===== src/rtl/enemy_fire_scheduler.sv =====
// enemy_fire_scheduler: round-robin enemy return fire.
// Picks a living ship each period and launches into a free laser slot.
module enemy_fire_scheduler #(
  parameter int NUM_SHIPS   = 18,
  parameter int FIRE_PERIOD = 45,
  parameter int IDX_W       = 5
) (
  input  logic                 Clk,
  input  logic                 Reset,
  input  logic                 frame_clk,
  input  logic                 play,
  input  logic [NUM_SHIPS-1:0] alive,
  input  logic [1:0]           slot_busy,
  output logic                 fire_valid,
  output logic                 fire_slot,
  output logic [IDX_W-1:0]     fire_idx,
  output logic [7:0]           shot_count
);

  localparam int CNT_W =
    (FIRE_PERIOD > 1) ? $clog2(FIRE_PERIOD) : 1;
  localparam logic [CNT_W-1:0] RELOAD =
    CNT_W'(FIRE_PERIOD - 1);
  localparam logic [IDX_W-1:0] LAST =
    IDX_W'(NUM_SHIPS - 1);
  localparam logic [IDX_W:0] NSHIP =
    (IDX_W+1)'(NUM_SHIPS);

  typedef enum logic [1:0] {
    IDLE,
    WAIT,
    SCAN,
    LAUNCH
  } state_t;

  state_t           state_q, state_d;
  logic             frame_q, frame_d;
  logic [CNT_W-1:0] frame_cnt_q, frame_cnt_d;
  logic [IDX_W-1:0] ptr_q, ptr_d;
  logic [IDX_W-1:0] scan_cnt_q, scan_cnt_d;
  logic [IDX_W-1:0] tgt_q, tgt_d;
  logic             fire_valid_q, fire_valid_d;
  logic             fire_slot_q, fire_slot_d;
  logic [IDX_W-1:0] fire_idx_q, fire_idx_d;
  logic [7:0]       shot_count_q, shot_count_d;

  logic             tick;
  logic [IDX_W:0]   cand_sum;
  logic [IDX_W-1:0] cand;
  logic [IDX_W-1:0] next_ptr;
  logic [7:0]       shot_inc;

  // Candidate index, frame edge detect and post-launch pointer.
  always_comb begin
    tick     = frame_clk & ~frame_q;
    cand_sum = {1'b0, ptr_q} + {1'b0, scan_cnt_q};
    cand     = IDX_W'((cand_sum >= NSHIP) ?
                      cand_sum - NSHIP : cand_sum);
    next_ptr = (tgt_q == LAST) ? '0 : tgt_q + 1'b1;
    shot_inc = (shot_count_q == 8'hFF) ?
               shot_count_q : shot_count_q + 8'd1;
  end

  // Next-state logic: period countdown, scan, slot arbitration.
  always_comb begin
    state_d      = state_q;
    frame_d      = frame_clk;
    frame_cnt_d  = frame_cnt_q;
    ptr_d        = ptr_q;
    scan_cnt_d   = scan_cnt_q;
    tgt_d        = tgt_q;
    fire_valid_d = 1'b0;
    fire_slot_d  = fire_slot_q;
    fire_idx_d   = fire_idx_q;
    shot_count_d = shot_count_q;
    if (!play) begin
      state_d = IDLE;
    end else begin
      unique case (state_q)
        IDLE: begin
          frame_cnt_d = RELOAD;
          state_d     = WAIT;
        end
        WAIT: begin
          if (tick) begin
            if (frame_cnt_q == '0) begin
              scan_cnt_d = '0;
              state_d    = SCAN;
            end else begin
              frame_cnt_d = frame_cnt_q - 1'b1;
            end
          end
        end
        SCAN: begin
          if (alive[cand]) begin
            tgt_d   = cand;
            state_d = LAUNCH;
          end else if (scan_cnt_q == LAST) begin
            frame_cnt_d = RELOAD;
            state_d     = WAIT;
          end else begin
            scan_cnt_d = scan_cnt_q + 1'b1;
          end
        end
        LAUNCH: begin
          if (!alive[tgt_q]) begin
            scan_cnt_d = '0;
            state_d    = SCAN;
          end else if (!(&slot_busy)) begin
            fire_valid_d = 1'b1;
            fire_slot_d  = slot_busy[0];
            fire_idx_d   = tgt_q;
            ptr_d        = next_ptr;
            shot_count_d = shot_inc;
            frame_cnt_d  = RELOAD;
            state_d      = WAIT;
          end
        end
        default: state_d = IDLE;
      endcase
    end
  end

  // State and registered outputs.
  always_ff @(posedge Clk) begin
    if (Reset) begin
      state_q      <= IDLE;
      frame_q      <= 1'b0;
      frame_cnt_q  <= '0;
      ptr_q        <= '0;
      scan_cnt_q   <= '0;
      tgt_q        <= '0;
      fire_valid_q <= 1'b0;
      fire_slot_q  <= 1'b0;
      fire_idx_q   <= '0;
      shot_count_q <= '0;
    end else begin
      state_q      <= state_d;
      frame_q      <= frame_d;
      frame_cnt_q  <= frame_cnt_d;
      ptr_q        <= ptr_d;
      scan_cnt_q   <= scan_cnt_d;
      tgt_q        <= tgt_d;
      fire_valid_q <= fire_valid_d;
      fire_slot_q  <= fire_slot_d;
      fire_idx_q   <= fire_idx_d;
      shot_count_q <= shot_count_d;
    end
  end

  assign fire_valid = fire_valid_q;
  assign fire_slot  = fire_slot_q;
  assign fire_idx   = fire_idx_q;
  assign shot_count = shot_count_q;

endmodule


===== config.mk =====
export PLATFORM = sky130hd
export DESIGN_NAME = enemy_fire_scheduler
export DESIGN_NICKNAME = d
export VERILOG_FILES = /design/src/rtl/enemy_fire_scheduler.sv
export SDC_FILE = /design/constraint.sdc
export NUM_CORES = 1
export LEC_CHECK = 0
export CAP_MARGIN = 10
export CORE_ASPECT_RATIO = 0.8
export CORE_MARGIN = 2
export CORE_UTILIZATION = 39
export DETAILED_ROUTE_END_ITERATION = 6
export PLACE_DENSITY_LB_ADDON = 0.1
export SYNTH_ARGS = -nofsm -noshare
export SYNTH_HDL_FRONTEND = slang
export SYNTH_SLANG_ARGS = --single-unit

===== constraint.sdc =====
create_clock -name Clk -period 3.5 [get_ports Clk]
set_input_delay 0.35 -clock Clk [delete_from_list [all_inputs] [get_ports Clk]]
set_output_delay 0.35 -clock Clk [all_outputs]
set_load 0.005 [all_outputs]

## Word level (Yosys, flattened, before mapping)

Cells that the tools add are included.

- Flip-flop bits (word level): 39
- Output and inout bits: 15
- Latch bits: 0
- Memories kept: 0
- RAM bits: 0
- ROM bits: 0

- Magnitude comparators: 3
- Equality and inequality tests: 17
- Add/subtract/negate cells: 6
- Bitwise operators: 7
- Shift-type cells: 0
- Reductions and logical operators: 12
- $mul: 0
- Mux-type cells: 27
- Divide/modulo/power cells: 0

Operator list:

| cell | count |
|---|---|
| 2-to-1 mux 6 bit | 6 |
| 2-to-1 mux 5 bit | 7 |
| one-hot mux 6 bit (4 select lines) | 1 |
| inequality test 2 bit (second input constant) | 9 |
| one-hot mux 5 bit (3 select lines) | 1 |
| AND reduction 7 bit | 2 |
| less-than comparator 5 x 6 -> 1 bit (second input constant) | 2 |
| 2-to-1 mux 2 bit | 6 |
| adder 5 x 1 -> 5 bit (second input constant) | 2 |
| binary-select mux 1 bit (select 5 bit) | 2 |
| == test 5 bit (second input constant) | 2 |
| adder 8 x 1 -> 8 bit (second input constant) | 1 |
| == test 8 bit (second input constant) | 1 |
| one-hot mux 2 bit (4 select lines) | 1 |
| AND reduction 4 bit | 2 |
| adder 5 x 5 -> 6 bit | 1 |
| >= comparator 6 x 5 -> 1 bit (second input constant) | 1 |
| logical NOT 6 bit | 1 |
| inequality test 3 bit (second input constant) | 2 |
| NOT 1 bit | 6 |
| subtractor 6 x 1 -> 6 bit (second input constant) | 1 |
| AND reduction 5 bit | 1 |
| subtractor 5 bit (second input constant) | 1 |
| == test 2 bit (second input constant) | 2 |
| other kinds (9) | 11 |

## Logic depth before layout (Yosys ltp)

- Depth in word-level cells: 7
- Gate-level depth with buffers: 14
- Gate-level depth less buffers: 13

## Least setup slack after synthesis

Ideal clock, no wire load.

- Kind: register to register
- Start: reg scan_cnt_q[0]
- End: reg scan_cnt_q[3]
- Clock period less this slack: 3.494 ns
- Cell stages (with the launch flop): 13
- Data required time: 3.426 ns
- Slack: 0.006 ns
- Path buffers: 1
- Data arrival time: 3.419 ns
- Library setup time: 0.074 ns
- Cells stage by stage: dfxtp_1 ha_1 fa_1 clkbuf_1 clkinv_1 ha_1 o21bai_1 a21bo_1 a311o_1 a22oi_2 nor2_2 or4b_1 a31oi_1

- Longest elaborated chain between the ends: 7

RTL lines:

| item | line | RTL |
|---|---|---|
| start: declaration | 40 | `logic [IDX_W-1:0] scan_cnt_q, scan_cnt_d;` |
| start signal: assignment | 142 | `scan_cnt_q <= scan_cnt_d;` |
| adder 5 x 5 -> 6 bit | 56 | `cand_sum = {1'b0, ptr_q} + {1'b0, scan_cnt_q};` |
| subtractor 5 bit or >= comparator 6 x 5 -> 1 bit (tied branches) | 58, 57 |  |
| 2-to-1 mux 5 bit | 57 | `cand = IDX_W'((cand_sum >= NSHIP) ?` |
| binary-select mux 1 bit (select 5 bit) | 95 | `if (alive[cand]) begin` |
| 2-to-1 mux 1 bit (implied by the code) | 95 |  |
| inequality test 2 bit (no line) | -- |  |
| AND reduction 7 bit (no line) | -- |  |

Parallel ways exist; a longest one is shown, timed or not. The select of a mux whose other input is x is not followed.
A chain may end at the register's enable or synchronous reset.

## Worst setup path after layout

- Start: reg ptr_q[0]
- End: reg scan_cnt_q[3]

- Longest elaborated chain between the ends: 7

RTL lines:

| item | line | RTL |
|---|---|---|
| start: declaration | 39 | `logic [IDX_W-1:0] ptr_q, ptr_d;` |
| start signal: assignment | 141 | `ptr_q <= ptr_d;` |
| adder 5 x 5 -> 6 bit * | 56 |  |
| subtractor 5 bit or >= comparator 6 x 5 -> 1 bit (tied branches) | 58, 57 |  |
| 2-to-1 mux 5 bit * | 57 |  |
| binary-select mux 1 bit (select 5 bit) * | 95 |  |
| 2-to-1 mux 1 bit (implied by the code) * | 95 |  |
| inequality test 2 bit (no line) * | -- |  |
| AND reduction 7 bit (no line) * | -- |  |

Mark *: on every way between the ends. The rest lies on a longest branch, timed or not. The select of a mux whose other input is x is not followed.

==> results by group <==
Place
  – # placed instances: about 450
  – Final RePlAce weighted congestion: around 0.84
  – Placed wire-length estimate: around 5200 µm
  – Count of port buffers added during placement: 38

Power and ir drop
  – Post-layout power: between 0.001 and 0.0015 W
  – Sequential share of power: 0.449
  – Logic pwr share: 0.110
  – Clock share of power: 0.441
  – Fraction of power spent switching nets: 0.228
  – Switching power: around 0.00023 W
  – Peak supply drop: around 0.23 mV
  – Pwr per Cell Area: 294 nW/µm²
  – Internal power: between 0.0007 and 0.0008 W
  – Leak Pwr: about 1.3 nW

GRT
  – First-pass GRT wire length: between 10000 and 15000 µm
  – Overflow left after global routing: 0
  – Via count of the first global-routing pass: 2399
  – Global routing usage summed across all routing layers: 0.180
  – Pin count of the biggest net entering global routing: 23
  – Initial antenna violation count: 0

CTS
  – TritonCTS clock tree: yes
  – Cts-stage hold buffer count: 0
  – Insertion delay of the later-clocked pin in the worst-skew pair: 0.28 ns
  – Clock buffer depth: 2
  – Clk sinks: 39
  – TritonCTS buffer count: 5
  – Clock-pin slew on the worst setup and hold paths: 0.08 ns
  – Clock root cell: clkbuf_8
  – Level count of the clock H-tree: 2

Cells and area
  – Fin cells: approximately 460
  – Synthesis-to-layout area growth: 26.0%
  – Net count, final: between 400 and 500
  – Antenna diodes: 0
  – Share of post-route cells with drive strength above 1: 0.144
  – Filler instances: between 600 and 700
  – Post-route core utilization: 0.506

Yosys
  – Mean instance size in the synthesized netlist: roughly 8.4 µm²
  – Number of synthesized register bits: 39
  – Post-synth ARST share: 0
  – Number of instances in the synthesized netlist: 330
  – Number of enable-type register cells in the synthesized netlist: 0
  – Synthesized net count: 368
  – Cell variety after synth: between 60 and 70
  – Most used DFF post-synth: dfxtp_1
  – Sequential fraction of the synthesis area: 0.282
  – Total of warnings raised by yosys: 0
  – Synth Cell Area: about 2800 µm²

Timing
  – Number of pins with negative max-slew slack in the final report: 0
  – Fmax achieved: around 300 MHz
  – Shortest period the worst path allows: roughly 3.3 ns
  – Clock Skew: 0.00472 ns
  – Final hold violation count: 0
  – Endpoints failing setup: 0
  – Setup repair after global routing missed its margin: false
  – Fraction of the cycle the final worst path needs: 0.955
  – Slew margin rel.: 0.439
  – Worst Max-Slew Pin Slew: 0.839 ns
  – Hold_ws: around 0.48 ns
  – Post-route setup TNS: 0 ns

Critical path
  – Class of the most critical setup path: flip-flop to flip-flop
  – Slack of the worst reg-to-reg path: 0.16 ns
  – Sort of element at the end of the critical path: flip-flop
  – Critical Path Start Type: flip-flop
  – Critical path arrival: between 3 and 4 ns
  – Largest fanout on the critical path: 7
  – Crit path required time: 3.69 ns

Detailed routing
  – Remaining design rule violation count: 0
  – Violation count after the first detailed-route iteration: about 130
  – Final ANT Viol Nets: 0
  – Overall via count from detail_route: between 2000 and 3000
  – Initial DRT Pass Iterations: 4
  – Mean routed wirelength per cell: between 10 and 15 µm
  – Ratio of routed vias to standard cells: roughly 5.6
  – Overall routed net length: 6870 µm

Min path
  – Hold crit path type: flip-flop to flip-flop

Job
  – Max-cap violation count: 0

Die
  – Number of ports placed on the die boundary: 39
  – Core region area: between 6000 and 7000 µm²
  – Overall die height: 79.4 µm
  – Die X-Extent: just under 100 µm
  – Initial core utilization: 0.402
  – Overall die area: about 7800 µm²
  – FP Rows: 27

Outcome
  – Result of the run: finished clean
layout by cell type (no fill, tap or decap), types with 3 or more instances in the layout:
cell type / Yosys / final
dfxtp_1: 39 / 39
clkdlybuf4s50_1: 0 / 38
nor2_1: 39 / 37
a21oi_1: 26 / 26
nand2_1: 19 / 19
mux2i_1: 18 / 18
buf_4: 0 / 17
ha_1: 13 / 12
inv_1: 11 / 10
nand3_1: 10 / 10
nor3_1: 10 / 9
and3_1: 7 / 7
a31oi_1: 7 / 7
nor2b_1: 6 / 6
a211oi_1: 6 / 6
xor2_1: 7 / 6
nand4_1: 5 / 5
o21ai_0: 9 / 5
mux4_2: 5 / 5
clkbuf_8: 0 / 5
o21a_1: 4 / 4
o211ai_1: 4 / 4
o21ai_1: 0 / 4
a21o_1: 3 / 3
nor2_2: 1 / 3
o22ai_1: 3 / 3
o31ai_1: 3 / 3
nand2b_1: 3 / 3
nor3b_1: 3 / 3
repair_timing:
action	CTS	global route
setup endpoints to repair	1	15
gates resized for setup	2	12
pin swaps	1	8
setup buffers	1	2
power groups by stage:
stage                     combinational, W  sequential, W  clock (W)
after floorplan                  0.0000684       0.000467          0
after global placement            0.000111       0.000471          0
after detailed placement          0.000111       0.000471          0
after CTS                         0.000113       0.000461   0.000464
after global routing              0.000125       0.000463   0.000484
final                             0.000113       0.000461   0.000453
critical path: stages, from the launching register on:
cell       delay, ns
dfxtp_1         0.32
ha_1            0.24
fa_2            0.48
a211oi_2        0.26
o21a_1          0.20
or2_4           0.18
o21a_1          0.18
o2bb2ai_4       0.10
a311o_1         0.34
a22oi_2         0.21
nor2_2          0.09
or4b_1          0.47
a31oi_1         0.17
sequential cells by signal (all words and copies together) (netlist names):
| register | flops |
|---|---|
| ptr_q | 5 |
| frame_q | 1 |
| tgt_q | 5 |
| state_q | 2 |
| fire_idx | 5 |
| frame_cnt_q | 6 |
| fire_slot | 1 |
| shot_count | 8 |
| fire_valid | 1 |
| scan_cnt_q | 5 |
final timing paths:
kind / depth (start not counted) / end / start
max reg2reg: 12 / scan_cnt_q[3]$_SDFFE_PP0P_ / ptr_q[0]$_SDFFE_PP0P_
min: 2 / frame_cnt_q[5]$_SDFFE_PP0P_ / frame_cnt_q[5]$_SDFFE_PP0P_
max: 12 / scan_cnt_q[3]$_SDFFE_PP0P_ / ptr_q[0]$_SDFFE_PP0P_
min reg2reg: 2 / frame_cnt_q[5]$_SDFFE_PP0P_ / frame_cnt_q[5]$_SDFFE_PP0P_
area by class of cell:
type | count | area (µm²) | area share
Multi-Input combinational cell | 262 | 1910 | 0.547
Clock inverter | 3 | 67.6 | 0.0194
Tap cell | 87 | 109 | 0.0312
Sequential cell | 39 | 781 | 0.224
Clock buffer | 5 | 68.8 | 0.0197
Inverter | 12 | 45.0 | 0.0129
Timing Repair Buffer | 55 | 508 | 0.146
through the flow:
stage	area [µm²]	setup WS [ns]
floorplan	2770	0.00621
global placement	3280	0.0960
detailed placement	3280	0.0105
CTS	3430	0.0386
global route	3490	0.00278
finish	3490	0.158
metal layers:
metal	GRT usage	share of wire	up-vias	wire length, µm
met3	0.0343	0.046	0	315
met2	0.273	0.42	54	2910
met4	0.0247	0	0	0
met5	0	0	-	0
li1	-	-	1318	-
met1	0.271	0.53	1224	3640
kinds of logic after synthesis:
kind of cell	synth area share
flops	0.282
fa+ha+maj	0.0660
simple gates	0.241
xor+xnor	0.0285
compound gates	0.226
buf+inv	0.0461
mux	0.110
cells in the mapped netlist, drive strengths merged, types with 2 or more instances:
cell	number	area [µm²]
nor2	40	153
dfxtp	39	781
a21oi	27	139
nand2	19	71.3
mux2i	18	180
ha	13	163
clkbuf	12	45.0
inv	11	41.3
nor3	11	60.1
nand3	10	50.1
o21ai	9	45.0
a211oi	8	70.1
a31oi	8	56.3
and3	7	43.8
nand4	7	56.3
xor2	7	61.3
nor2b	6	37.5
buf	5	37.5
mux4	5	113
o211ai	4	30.0
o21a	4	30.0
a21o	3	22.5
and2	3	21.3
nand2b	3	18.8
nor3b	3	22.5
o22ai	3	18.8
o31ai	3	22.5
or2	3	18.8
a211o	2	17.5
a311oi	2	17.5
a32o	2	20.0
nor4	2	12.5
nor4b	2	17.5
o21bai	2	15.0
o2bb2ai	2	23.8
or3	2	15.0
or4	2	15.0
xnor2	2	17.5
(Power assumes the default switching activity.)
